--- src/rtl/ap_adc_pkg.sv ---
// ap_adc_pkg: shared constants and FSM state type for the serial ADC capture front end.
package ap_adc_pkg;
    localparam int ADC_BITS   = 12;
    localparam int FRAME_BITS = 16;
    localparam int LEAD_ZEROS = 4;
    typedef enum logic [2:0] {IDLE, START, SHIFT, DONE, QUIET} adc_state_t;
endpackage

--- src/rtl/adc_sample_timer.sv ---
// adc_sample_timer: sample-period counter producing one start tick per period while enabled.
module adc_sample_timer #(
    parameter int SAMPLE_PERIOD = 6250
) (
    input  logic clk,
    input  logic rst,
    input  logic enable,
    input  logic idle,
    output logic tick
);
    localparam int W = $clog2(SAMPLE_PERIOD);
    localparam logic [W-1:0] LAST = W'(SAMPLE_PERIOD - 1);
    logic [W-1:0] timer;
    logic         wrap_q;
    assign tick = enable && timer == '0 && idle;
    // A busy FSM parks the timer at 0 so the first tick after enable rises waits for IDLE.
    always_ff @(posedge clk or posedge rst) begin
        if (rst) begin
            timer  <= '0;
            wrap_q <= 1'b0;
        end else begin
            timer  <= (!enable || timer == LAST || (timer == '0 && !idle)) ? '0 : timer + 1'b1;
            wrap_q <= enable && timer == LAST;
        end
    end
    always @(posedge clk) begin
        if (!rst && wrap_q && enable)
            assert (idle);
    end
endmodule

--- src/rtl/adc_spi_capture.sv ---
// adc_spi_capture: drives a 16-clock serial ADC frame at a fixed rate and presents each
// 12-bit conversion as a held sample with a one-cycle valid strobe.
module adc_spi_capture
    import ap_adc_pkg::*;
#(
    parameter int CLK_DIV       = 4,
    parameter int SAMPLE_PERIOD = 6250,
    parameter int QUIET_CYCLES  = 4
) (
    input  logic                clk,
    input  logic                rst,
    input  logic                enable,
    input  logic                miso,
    output logic                cs_n,
    output logic                sclk,
    output logic [ADC_BITS-1:0] adc_data,
    output logic                sample_valid,
    output logic                frame_err
);
    localparam logic [15:0] DIV_LAST = 16'(CLK_DIV - 1);
    localparam logic [15:0] Q_LAST   = 16'(QUIET_CYCLES - 1);
    localparam logic [3:0]  BIT_LAST = 4'(FRAME_BITS - 1);

    if (SAMPLE_PERIOD < 33 * CLK_DIV + QUIET_CYCLES + 3 || CLK_DIV < 1 || QUIET_CYCLES < 1) begin : g_param_check
        $error("adc_spi_capture: SAMPLE_PERIOD too short for CLK_DIV/QUIET_CYCLES");
    end

    adc_state_t            state;
    logic [15:0]           cnt;
    logic [3:0]            bit_cnt;
    logic [FRAME_BITS-1:0] shift;
    logic                  miso_q;
    logic                  tick;

    adc_sample_timer #(.SAMPLE_PERIOD(SAMPLE_PERIOD)) u_timer (
        .clk    (clk),
        .rst    (rst),
        .enable (enable),
        .idle   (state == IDLE),
        .tick   (tick)
    );

    // Capture happens on the cycle that raises sclk, using the miso sample from the low phase.
    always_ff @(posedge clk or posedge rst) begin
        if (rst) begin
            state        <= IDLE;
            cs_n         <= 1'b1;
            sclk         <= 1'b1;
            adc_data     <= '0;
            sample_valid <= 1'b0;
            frame_err    <= 1'b0;
            shift        <= '0;
            cnt          <= '0;
            bit_cnt      <= '0;
            miso_q       <= 1'b0;
        end else begin
            miso_q       <= miso;
            sample_valid <= 1'b0;
            case (state)
                IDLE: if (tick) begin
                    state <= START;
                    cs_n  <= 1'b0;
                    cnt   <= '0;
                end
                START: if (cnt == DIV_LAST) begin
                    state   <= SHIFT;
                    sclk    <= 1'b0;
                    cnt     <= '0;
                    bit_cnt <= '0;
                end else cnt <= cnt + 1'b1;
                SHIFT: if (cnt != DIV_LAST) cnt <= cnt + 1'b1;
                else begin
                    cnt <= '0;
                    if (!sclk) begin
                        sclk  <= 1'b1;
                        shift <= {shift[FRAME_BITS-2:0], miso_q};
                    end else if (bit_cnt == BIT_LAST) state <= DONE;
                    else begin
                        sclk    <= 1'b0;
                        bit_cnt <= bit_cnt + 1'b1;
                    end
                end
                DONE: begin
                    adc_data     <= shift[ADC_BITS-1:0];
                    frame_err    <= |shift[FRAME_BITS-1 -: LEAD_ZEROS];
                    sample_valid <= 1'b1;
                    cs_n         <= 1'b1;
                    cnt          <= '0;
                    state        <= QUIET;
                end
                QUIET: if (cnt == Q_LAST) state <= IDLE;
                else cnt <= cnt + 1'b1;
                default: state <= IDLE;
            endcase
        end
    end
endmodule

--- config.mk ---
export PLATFORM = sky130hd
export DESIGN_NAME = adc_spi_capture
export DESIGN_NICKNAME = d
export VERILOG_FILES = /design/src/rtl/ap_adc_pkg.sv /design/src/rtl/adc_sample_timer.sv /design/src/rtl/adc_spi_capture.sv
export SDC_FILE = /design/constraint.sdc
export NUM_CORES = 1
export LEC_CHECK = 0
export CAP_MARGIN = 20
export CORE_ASPECT_RATIO = 0.6
export CORE_MARGIN = 2
export CORE_UTILIZATION = 25
export DETAILED_ROUTE_END_ITERATION = 7
export HOLD_SLACK_MARGIN = 0.02
export SYNTH_ARGS = -nofsm -noshare
export SYNTH_HDL_FRONTEND = slang
export SYNTH_HIERARCHICAL = 1
export SYNTH_SLANG_ARGS = --single-unit
--- constraint.sdc ---
create_clock -name clk -period 5.1 [get_ports clk]
set_input_delay 1.02 -clock clk [delete_from_list [all_inputs] [get_ports clk]]
set_output_delay 1.02 -clock clk [all_outputs]
set_load 0.05 [all_outputs]
==> flow_summary_export.csv <==
group,metric,value,unit
run_status,outcome,"finished clean",
floorplanning,dieWidth,154,µm
route,drtIter0Drc,270,
route,firstDrtPassIters,4,
final_layout,fin_util,30.9,%
worst_setup_path,critPathLaunch,"enable",
synthesis,ys_warn_count,6,
final_layout,n_fill_cell,1317,
cts,numClockSinks,69,
floorplanning,rows,32,
final_layout,final_common_cell,"dfrtp_1",
final_layout,drive_above_1_share,19.6,%
worst_setup_path,timing.rr.start,"state[0]",
synthesis,ys.flop_type,"dfrtp_1",
worst_setup_path,cp-start-kind,"input port",
synthesis,ys_seq_area_share,51.4,%
sta,rsz0062_at_grt,"no",
power_and_ir_drop,p_leak,1.71,nW
cts,cts_buffers,9,
sta,timing.final.crit_share,55.0,%
sta,setup_viol,0,
sta,finClkSkew,0.00813,ns
power_and_ir_drop,power_frac_comb,30.7,%
sta,worstMarginPinSlew,0.828,ns
floorplanning,die_area,14400,µm²
route,vias,2397,
global_routing,grt_usage,10.4,%
cts,clk_path_buf_depth,2,
floorplanning,core,13000,µm²
placement,gp_congestion,0.853,
global_routing,gr-total-overflow,0,
worst_setup_path,critPathMostFrequentCell,"a211oi_1",
worst_setup_path,cp-end-kind,"flip-flop",
route,viasPerCell,4.77,
synthesis,ys_async_sr_fraction,100,%
synthesis,syn-num-nets,315,
cts,clk_pin_slew_worst_paths,0.06,ns
worst_setup_path,arrival,2.98,ns
run,maxCapViolCount,0,
cts,post_cts_buffers,0,
cts,cts_root_buf,"clkbuf_16",
power_and_ir_drop,switching_share,38.2,%
power_and_ir_drop,internal_power,1.21,mW
cts,cts_tree,"built",
cts,holdBufCountCts,0,
route,wire_per_inst,13.9,µm
route,finalWirelength,6.98,mm
power_and_ir_drop,seq_power_share,36.6,%
final_layout,layout.nets,336,
synthesis,synth_edf_count,0,
sta,finalHoldViolCount,0,
worst_setup_path,cp_slowest_cell,"a211oi_1",
power_and_ir_drop,power_per_cell_area,487,nW/µm²
cts,insertion_delay,0.33,ns
worst_setup_path,crit_required,5.28,ns
worst_setup_path,r2r_setup_slack,2.43,ns
sta,maxSlewHeadroom,44.8,%
final_layout,syn2layout_area_growth,19.1,%
synthesis,yosys_register_bits,69,
sta,tns,0,ns
worst_setup_path,crit_chain,"clkdlybuf4s50_1, inv_1, nor3_1, and4_1, nor2b_1, a211oi_1, a211oi_1, o32ai_1",
sta,fmax,357,MHz
worst_setup_path,reg2regPathDepth,9,
global_routing,grt_pass1_vias,2303,
synthesis,syn_inst,306,
final_layout,stdcell_count,502,
global_routing,antenna_found_initial,0,
worst_setup_path,reg2reg_to,"cnt[4]",
sta,min_period,2.80,ns
route,ant_nets,0,
global_routing,grt_pass1_wl,11.8,mm
placement,dp_cells,486,
cts,htreeDepth,3,
worst_setup_path,endpoint,"cnt[4]",
floorplanning,floorplan.initialDensity,25.9,%
worst_setup_path,path_class,"in -> reg",
power_and_ir_drop,clkPwrFrac,32.6,%
final_layout,n_antenna_cell,0,
floorplanning,io_pins,20,
synthesis,synth.avg_cell_area,11.0,µm²
hold_path,hold_class,"reg -> reg",
final_layout,fin_area,4010,µm²
synthesis,ys_types,49,
placement,hpwl,4.87,mm
synthesis,syn_area,3370,µm²
sta,finalMaxSlewViolations,0,
global_routing,grt_max_degree,37,
floorplanning,die_y,93.9,µm
worst_setup_path,crit_fanout,5,
power_and_ir_drop,p_sw,745,µW
power_and_ir_drop,ir_worst_vdd,0.209,mV
placement,dpl-instance-area,3700,µm²
route,drc,0,
final_layout,final_cell_mix,"dfrtp_1, nor2_1, nand2_1",
worst_setup_path,max_stage_delay,0.55,ns
cts,ctsResizeCount,0,
placement,portBuffers,19,
## metal layers
layer  up-vias  track usage [%]  wire length [µm]
met1      1198             15.0              3670
li1       1143                -                 -
met5         -                0                 0
met2        48             14.5              3000
met3         8             3.18               232
met4         0             3.98                88
## synthesized netlist by cell type (5+ instances only)
master,number,area share (%)
nand3_1,18,2.7
nor4_1,5,0.93
clkbuf_1,6,0.67
ha_1,5,1.9
or3_1,5,0.93
nand4_1,6,1.1
mux2_2,18,6.0
nor2_1,27,3.0
dfrtp_1,67,50
a21oi_1,7,1.0
o21ai_0,13,1.9
nand2_1,26,2.9
inv_1,14,1.6
mux2_4,10,4.5
nor2b_1,5,0.93
xnor2_1,10,2.6
## state kept, by name, summed over array words and instances, names as in the netlist
signal,flops
cnt,16
shift,16
u_timer/timer,13
adc_data,12
bit_cnt,4
state,3
cs_n,1
frame_err,1
miso_q,1
sample_valid,1
sclk,1
## power groups by stage
stage	logic (mW)	registers (mW)	clock network, mW
6_report	0.600	0.715	0.636
5_1_grt	0.675	0.726	0.686
3_3_place_gp	0.575	0.717	0
2_1_floorplan	0.449	0.715	0
3_5_place_dp	0.592	0.723	0
4_1_cts	0.595	0.713	0.654
## final cells by class
cell class	count	area [µm²]	area share, %
clock buffers	9	225	5.62
clock inverters	7	80.1	2.00
inverters	16	60.1	1.50
multi-input cells	211	1500	37.5
flip-flops and latches	69	1730	43.1
well taps	170	213	5.31
repair buffers	20	198	4.93
## logic make-up after synthesis
| logic type | Yosys count | share of synthesized area (%) |
|---|---|---|
| and+or+nand+nor | 119 | 19.7 |
| adders and majority gates | 5 | 1.86 |
| muxes | 28 | 10.5 |
| AOI/OAI and AO/OA | 46 | 9.26 |
| buffers and inverters | 26 | 3.94 |
| DFF | 69 | 51.4 |
| xor gates and xnor gates | 13 | 3.38 |
## metrics by stage
stage	setup WS [ns]	power (mW)	hold WS [ns]
finish	2.30	1.95	0.481
global route	2.18	2.09	0.504
CTS	2.32	1.96	0.490
detailed placement	1.99	1.31	0.476
global placement	2.08	1.29	0.465
floorplan	2.71	1.16	0.458
## worst min path at each step
stage	from	end	slack, ns	cells past startpoint
after global placement	frame_err	frame_err	0.47	2
after floorplan	miso_q	shift[0]	0.46	1
after global routing	miso_q	shift[0]	0.50	1
after CTS	frame_err	frame_err	0.49	2
final	frame_err	frame_err	0.48	2
after detailed placement	frame_err	frame_err	0.48	2
## worst max-delay path, delay by kind of cell
family | cells | cell delay [ns]
AOI/OAI and AO/OA | 3 | 0.82
buffers and inverters | 2 | 0.51
and+or+nand+nor | 3 | 0.62
No activity file was read; power rests on OpenSTA's default activity.
